<file path="src/rtl/serial_sub_pkg.sv">
// rtl/serial_sub_pkg.sv - shared state encoding for the bit-serial subtractor
package serial_sub_pkg;

    typedef enum logic [1:0] {
        ST_IDLE = 2'd0,
        ST_RUN  = 2'd1,
        ST_DONE = 2'd2
    } state_t;

endpackage

</file>
<file path="src/rtl/serial_subtractor_if.sv">
// rtl/serial_subtractor_if.sv - start/busy/done operand and result bundle (ovf under SERIAL_SUB_SIGNED_OVF_EN)
interface serial_subtractor_if #(
    parameter int WIDTH = 8
);
    logic             start;
    logic [WIDTH-1:0] a;
    logic [WIDTH-1:0] b;
    logic             busy;
    logic             done;
    logic [WIDTH-1:0] result;
    logic             borrow_out;
`ifdef SERIAL_SUB_SIGNED_OVF_EN
    logic             ovf;
`endif

    // Sequencer side: issues operands and start, observes status and result
    modport master (
        output start, a, b,
`ifdef SERIAL_SUB_SIGNED_OVF_EN
        input  ovf,
`endif
        input  busy, done, result, borrow_out
    );

    // Subtractor side
    modport slave (
        input  start, a, b,
`ifdef SERIAL_SUB_SIGNED_OVF_EN
        output ovf,
`endif
        output busy, done, result, borrow_out
    );
endinterface

</file>
<file path="src/rtl/serial_subtractor_full_subtractor.sv">
// rtl/serial_subtractor_full_subtractor.sv - one-bit combinational full-subtractor cell
module full_subtractor (
    input  logic x,
    input  logic y,
    input  logic bin,
    output logic d,
    output logic bout
);

    // Difference bit and borrow out of x - y - bin
    always_comb begin
        d    = x ^ y ^ bin;
        bout = (~x & y) | (~(x ^ y) & bin);
    end

endmodule

</file>
<file path="src/rtl/serial_subtractor.sv">
// rtl/serial_subtractor.sv - LSB-first bit-serial unsigned subtractor (optional ovf via SERIAL_SUB_SIGNED_OVF_EN)
module serial_subtractor
    import serial_sub_pkg::*;
#(
    parameter int WIDTH = 8
) (
    input  logic              clk,
    input  logic              rst,
    serial_subtractor_if.slave bus
);

    localparam int CNT_W = $clog2(WIDTH + 1);

    state_t             state;
    state_t             state_n;
    logic [WIDTH-1:0]   a_sh;
    logic [WIDTH-1:0]   b_sh;
    logic [WIDTH-1:0]   result_q;
    logic               brw;
    logic               borrow_q;
    logic [CNT_W-1:0]   cnt;
    logic               d;
    logic               brw_n;
    logic               load;
    logic               last;
    logic               busy_c;
    logic               done_c;
`ifdef SERIAL_SUB_SIGNED_OVF_EN
    logic               a_sgn;
    logic               b_sgn;
    logic               ovf_q;
`endif

    full_subtractor u_cell (
        .x    (a_sh[0]),
        .y    (b_sh[0]),
        .bin  (brw),
        .d    (d),
        .bout (brw_n)
    );

    // State register
    always_ff @(posedge clk or posedge rst) begin
        if (rst) begin
            state <= ST_IDLE;
        end else begin
            state <= state_n;
        end
    end

    // Next state; busy/done depend on the registered state only
    always_comb begin
        state_n = state;
        load    = 1'b0;
        last    = 1'b0;
        busy_c  = 1'b0;
        done_c  = 1'b0;
        case (state)
            ST_IDLE: begin
                if (bus.start) begin
                    load    = 1'b1;
                    state_n = ST_RUN;
                end
            end
            ST_RUN: begin
                busy_c = 1'b1;
                if (cnt == CNT_W'(WIDTH - 1)) begin
                    last    = 1'b1;
                    state_n = ST_DONE;
                end
            end
            ST_DONE: begin
                busy_c  = 1'b1;
                done_c  = 1'b1;
                state_n = ST_IDLE;
            end
            default: begin
                state_n = ST_IDLE;
            end
        endcase
    end

    // Operand shifters, borrow chain, bit counter and result accumulation
    always_ff @(posedge clk or posedge rst) begin
        if (rst) begin
            a_sh     <= '0;
            b_sh     <= '0;
            result_q <= '0;
            brw      <= 1'b0;
            borrow_q <= 1'b0;
            cnt      <= '0;
`ifdef SERIAL_SUB_SIGNED_OVF_EN
            a_sgn    <= 1'b0;
            b_sgn    <= 1'b0;
            ovf_q    <= 1'b0;
`endif
        end else if (load) begin
            a_sh     <= bus.a;
            b_sh     <= bus.b;
            result_q <= '0;
            brw      <= 1'b0;
            cnt      <= '0;
`ifdef SERIAL_SUB_SIGNED_OVF_EN
            a_sgn    <= bus.a[WIDTH-1];
            b_sgn    <= bus.b[WIDTH-1];
`endif
        end else if (state == ST_RUN) begin
            result_q <= {d, result_q[WIDTH-1:1]};
            a_sh     <= {1'b0, a_sh[WIDTH-1:1]};
            b_sh     <= {1'b0, b_sh[WIDTH-1:1]};
            brw      <= brw_n;
            cnt      <= cnt + CNT_W'(1);
            if (last) begin
                borrow_q <= brw_n;
`ifdef SERIAL_SUB_SIGNED_OVF_EN
                // d is the result sign bit on the final step
                ovf_q    <= (a_sgn != b_sgn) && (d != a_sgn);
`endif
            end
        end
    end

    assign bus.busy       = busy_c;
    assign bus.done       = done_c;
    assign bus.result     = result_q;
    assign bus.borrow_out = borrow_q;
`ifdef SERIAL_SUB_SIGNED_OVF_EN
    assign bus.ovf        = ovf_q;
`endif

endmodule

</file>
<file path="src/flat_wrapper.sv">
// flat-port wrapper written by rule: the top's interface ports become plain ports
module serial_subtractor_flat import serial_sub_pkg::*;
#(
    parameter int WIDTH = 8
)
  (clk, rst, bus_start, bus_a, bus_b, bus_busy, bus_done, bus_result, bus_borrow_out);
  serial_subtractor_if #(.WIDTH(WIDTH)) bus_i ();
  input  logic clk;
  input  logic rst;
  input wire logic [$bits(bus_i.start)-1:0] bus_start;
  input wire logic [$bits(bus_i.a)-1:0] bus_a;
  input wire logic [$bits(bus_i.b)-1:0] bus_b;
  output wire logic [$bits(bus_i.busy)-1:0] bus_busy;
  output wire logic [$bits(bus_i.done)-1:0] bus_done;
  output wire logic [$bits(bus_i.result)-1:0] bus_result;
  output wire logic [$bits(bus_i.borrow_out)-1:0] bus_borrow_out;
  assign bus_i.start = bus_start;
  assign bus_i.a = bus_a;
  assign bus_i.b = bus_b;
  assign bus_busy = bus_i.busy;
  assign bus_done = bus_i.done;
  assign bus_result = bus_i.result;
  assign bus_borrow_out = bus_i.borrow_out;
  serial_subtractor #(.WIDTH(WIDTH)) u_core (.clk(clk), .rst(rst), .bus(bus_i));
endmodule
</file>
<file path="config.mk">
export PLATFORM = sky130hd
export DESIGN_NAME = serial_subtractor_flat
export DESIGN_NICKNAME = d
export VERILOG_FILES = /design/src/rtl/serial_sub_pkg.sv /design/src/rtl/serial_subtractor_if.sv /design/src/rtl/serial_subtractor_full_subtractor.sv /design/src/rtl/serial_subtractor.sv /design/src/flat_wrapper.sv
export SDC_FILE = /design/constraint.sdc
export NUM_CORES = 1
export LEC_CHECK = 0
export BUFFER_PORTS_ARGS = -buffer_cell sky130_fd_sc_hd__buf_2
export CAP_MARGIN = 5
export CORE_MARGIN = 2
export CORE_UTILIZATION = 54
export DETAILED_ROUTE_END_ITERATION = 6
export GPL_TIMING_DRIVEN = 0
export PLACE_DENSITY = 0.78
export SLEW_MARGIN = 20
export SYNTH_ARGS = -nofsm -noshare
export SYNTH_HDL_FRONTEND = slang
export SYNTH_SLANG_ARGS = --single-unit
</file>
<file path="constraint.sdc">
create_clock -name clk -period 1.5 [get_ports clk]
set_input_delay 0.3 -clock clk [delete_from_list [all_inputs] [get_ports clk]]
set_output_delay 0.3 -clock clk [all_outputs]
set_load 0.02 [all_outputs]
</file>
==> qor.txt <==
Hpwl dp -> 2000 um
Cell chain of the critical path -> inv_2 -> ha_4 -> buf_6
Layout cells sized above 1 -> 31.3%
Switching part of the total -> 37.1%
Post-synthesis async set-or-reset flop share -> 100%
PwrDens -> 2070 mW/mm^2
FF+latch area -> 801 um^2
Die area -> 0.00328 mm^2
Syn Nets -> 163
Largest net degree at the start of global routing -> 33
Worst-path clk slew -> 0.10 ns
Crit share post-route -> 98.2%
CTS Sinks -> 32
Crit path capture type -> output port
Clock skew -> 0.0113 ns
Global route overflow -> 0
Sum of negative setup slack -> 0 ns
CTS Buf Count -> 5
Seq pwr share -> 36.9%
Final setup fails -> 0
Post-Route WL -> 2860 um
Finished Layout Cells -> 210
DRC errors left -> 0
Starting Density -> 56.1%
Yosys warns -> 0
Reg2reg start -> u_core.state[0]
Slew Limit Fails -> 0
Worst-Skew Late Latency -> 0.34 ns
Antenna violations before repair -> 0
Min-delay worst type -> in2async
Gpl congestion -> 0.718
Static Leak -> 0.961 nW
Ys flop type -> dfrtp_1
Clk pwr share -> 16.9%
Peak VDD IR -> 1630 uV
DR WL/cell -> 13.6 um
Longest Clk Path Bufs -> 2
Endpoints failing hold -> 0
Die Span Y -> 57.3 um
Seq cells post-synth -> 32
Global-route wire length before repair -> 5110 um
Max cap viols -> 0
CP Buf/Inv Count -> 2
Mapped Avg Cell Area -> 11.1 um^2
Worst Setup SP -> u_core.state[0]
Internal Power -> 2.43 mW
Worst Hold Margin -> 0.0360 ns
RSZ-0062 raised after global routing -> yes
Worst Tran Pin Value -> 0.672 ns
Minimum clock period -> 1.47 ns
Gr usage total -> 20.9%
Multi-input logic area -> 649 um^2
Area grow syn2layout -> 21.6%
Combinational power share -> 46.2%
CTS tree -> yes
Cell row count -> 19
Synthesized area -> 0.00153 mm^2
FMAX -> 679 MHz
Die Span X -> 57.3 um
Post-route ant nets -> 0
Via count -> 1106
Drt initial violations -> 29
Cells after Synth -> 138
Critical path class -> reg2out
Crit-path max cell delay -> 0.40 ns
Placed cell count -> 198
Nets@finish -> 203
Worst path top cell family by delay -> flip-flops
Sequential share of the synthesized area -> 52.2%
Status -> completed
Slew HR -> 55.1%
Worst EP required -> 1.20 ns
ANT cells -> 0
CP Launch Type -> flop
1st-pass router iterations -> 4
Crit Path Max Fanout -> 3
# port buffers -> 29
WP data arrival -> 1.17 ns
Root Driver -> clkbuf_4
Sw power -> 1.43 mW
Number of global-route vias before repair -> 1150
Avg Vias per Cell -> 5.27
Post-synth EDFFs -> 0
Distinct cell type count after synthesis -> 25
Core area -> 0.00273 mm^2
H-tree Lvls -> 2
Filler cell count -> 228
CP max-delay cell -> dfrtp_1
# IOs -> 30
-- cells in the mapped netlist, types with 2 or more instances --
cell,n,area [um^2]
dfrtp_1,32,801
mux2i_1,23,230
nand2_1,18,67.6
nor2_1,13,48.8
o21ai_0,13,65.1
ha_1,5,62.6
inv_1,5,18.8
o21ai_1,5,25.0
buf_4,4,30.0
buf_2,2,10.0
buf_6,2,22.5
nand2b_1,2,12.5
xor2_1,2,17.5
-- worst register-to-register path, stage by stage, from the launching register on --
cell	delay, ns
dfrtp_1	0.40
buf_4	0.14
ha_1	0.20
buf_6	0.14
a21oi_2	0.13
mux2_1	0.32
-- path summary, 6_finish.rpt --
kind	endpoint	slack, ns	cells past startpoint
worst max-delay path	bus_busy	0.03	3
worst min-delay path	u_core.a_sh[5]	0.04	2
worst max register to register	u_core.state[0]	0.06	5
worst min register to register	u_core.bus.borrow_out	0.52	2
max in group asynchronous	u_core.b_sh[0]	1.01	2
min in group clk	u_core.a_sh[7]	0.15	3
-- layout make-up --
| cell class | instances | area share [%] |
|---|---|---|
| plain buffers | 9 | 4.97 |
| well taps | 31 | 2.08 |
| flip-flops and latches | 32 | 43.0 |
| inverters | 5 | 1.01 |
| clock inverters | 2 | 1.88 |
| repair buffers | 33 | 10.1 |
| multi-input cells | 92 | 34.8 |
| clock buffers | 6 | 2.21 |
-- flip-flops by register name, summed over array words and instances (netlist names) --
register and cells:
u_core.a_sh 8, u_core.b_sh 8, u_core.bus.result 8, u_core.cnt 4, u_core.state 2, u_core.brw 1
u_core.bus.borrow_out 1
-- layer usage --
layer  GRT usage (%)  vias to the layer above  share of wire [%]
li1                -                      539                  -
met1            26.9                      532                 43
met2            33.2                       26                 50
met3            4.76                        9                4.4
met4            11.0                        0                2.7
met5               0                        -                  0
-- power by group through the flow --
stage               Combinational [mW]  Sequential, mW  Clock, mW
finish                            1.79            1.43      0.654
global route                      2.00            1.48      0.700
CTS                               1.74            1.43      0.668
detailed placement                1.65            1.45          0
global placement                  1.57            1.42          0
floorplan                         1.21            1.49          0
-- kinds of logic (layout without fill, tap and decap cells) --
| family | Yosys count | count (layout) | share of synthesized area (%) |
|---|---|---|---|
| XOR/XNOR | 3 | 3 | 1.71 |
| adder cells (fa/ha/maj) | 6 | 6 | 5.39 |
| buffers and inverters | 14 | 55 | 6.61 |
| AO/OA/AOI/OAI | 21 | 21 | 7.18 |
| AND/OR/NAND/NOR | 38 | 38 | 11.1 |
| flip-flops | 32 | 32 | 52.2 |
| multiplexers | 24 | 24 | 15.8 |
-- placed cells by master, fill, tap and decap left out, types with 2 or more instances in the layout --
master	n
o21ai_0	12
mux2i_1	23
buf_4	7
nand2b_1	2
o21ai_1	6
nor2_1	13
clkbuf_4	6
buf_2	28
dfrtp_1	32
nand2_1	18
buf_6	4
ha_1	3
xor2_1	2
inv_2	3
inv_1	2
-- timing repair --
item | CTS | global route
gates resized for setup | 5 | 8
setup buffers | 2 | 2
setup endpoints to repair | 1 | 19
hold buffers | 0 | 0
pin swaps | 0 | 0
-- per-stage QoR --
stage	utilization, %	setup slack (ns)	instance area [um^2]	power, mW
5_1_grt	68.2	-0.0223	1860	4.17
2_1_floorplan	-	0.203	1530	2.70
4_1_cts	66.8	0.00385	1830	3.84
6_report	68.2	0.0273	1860	3.87
3_5_place_dp	62.8	0.0428	1720	3.10
3_3_place_gp	62.8	0.121	1720	3.00
No activity file was read; power rests on OpenSTA's default activity.
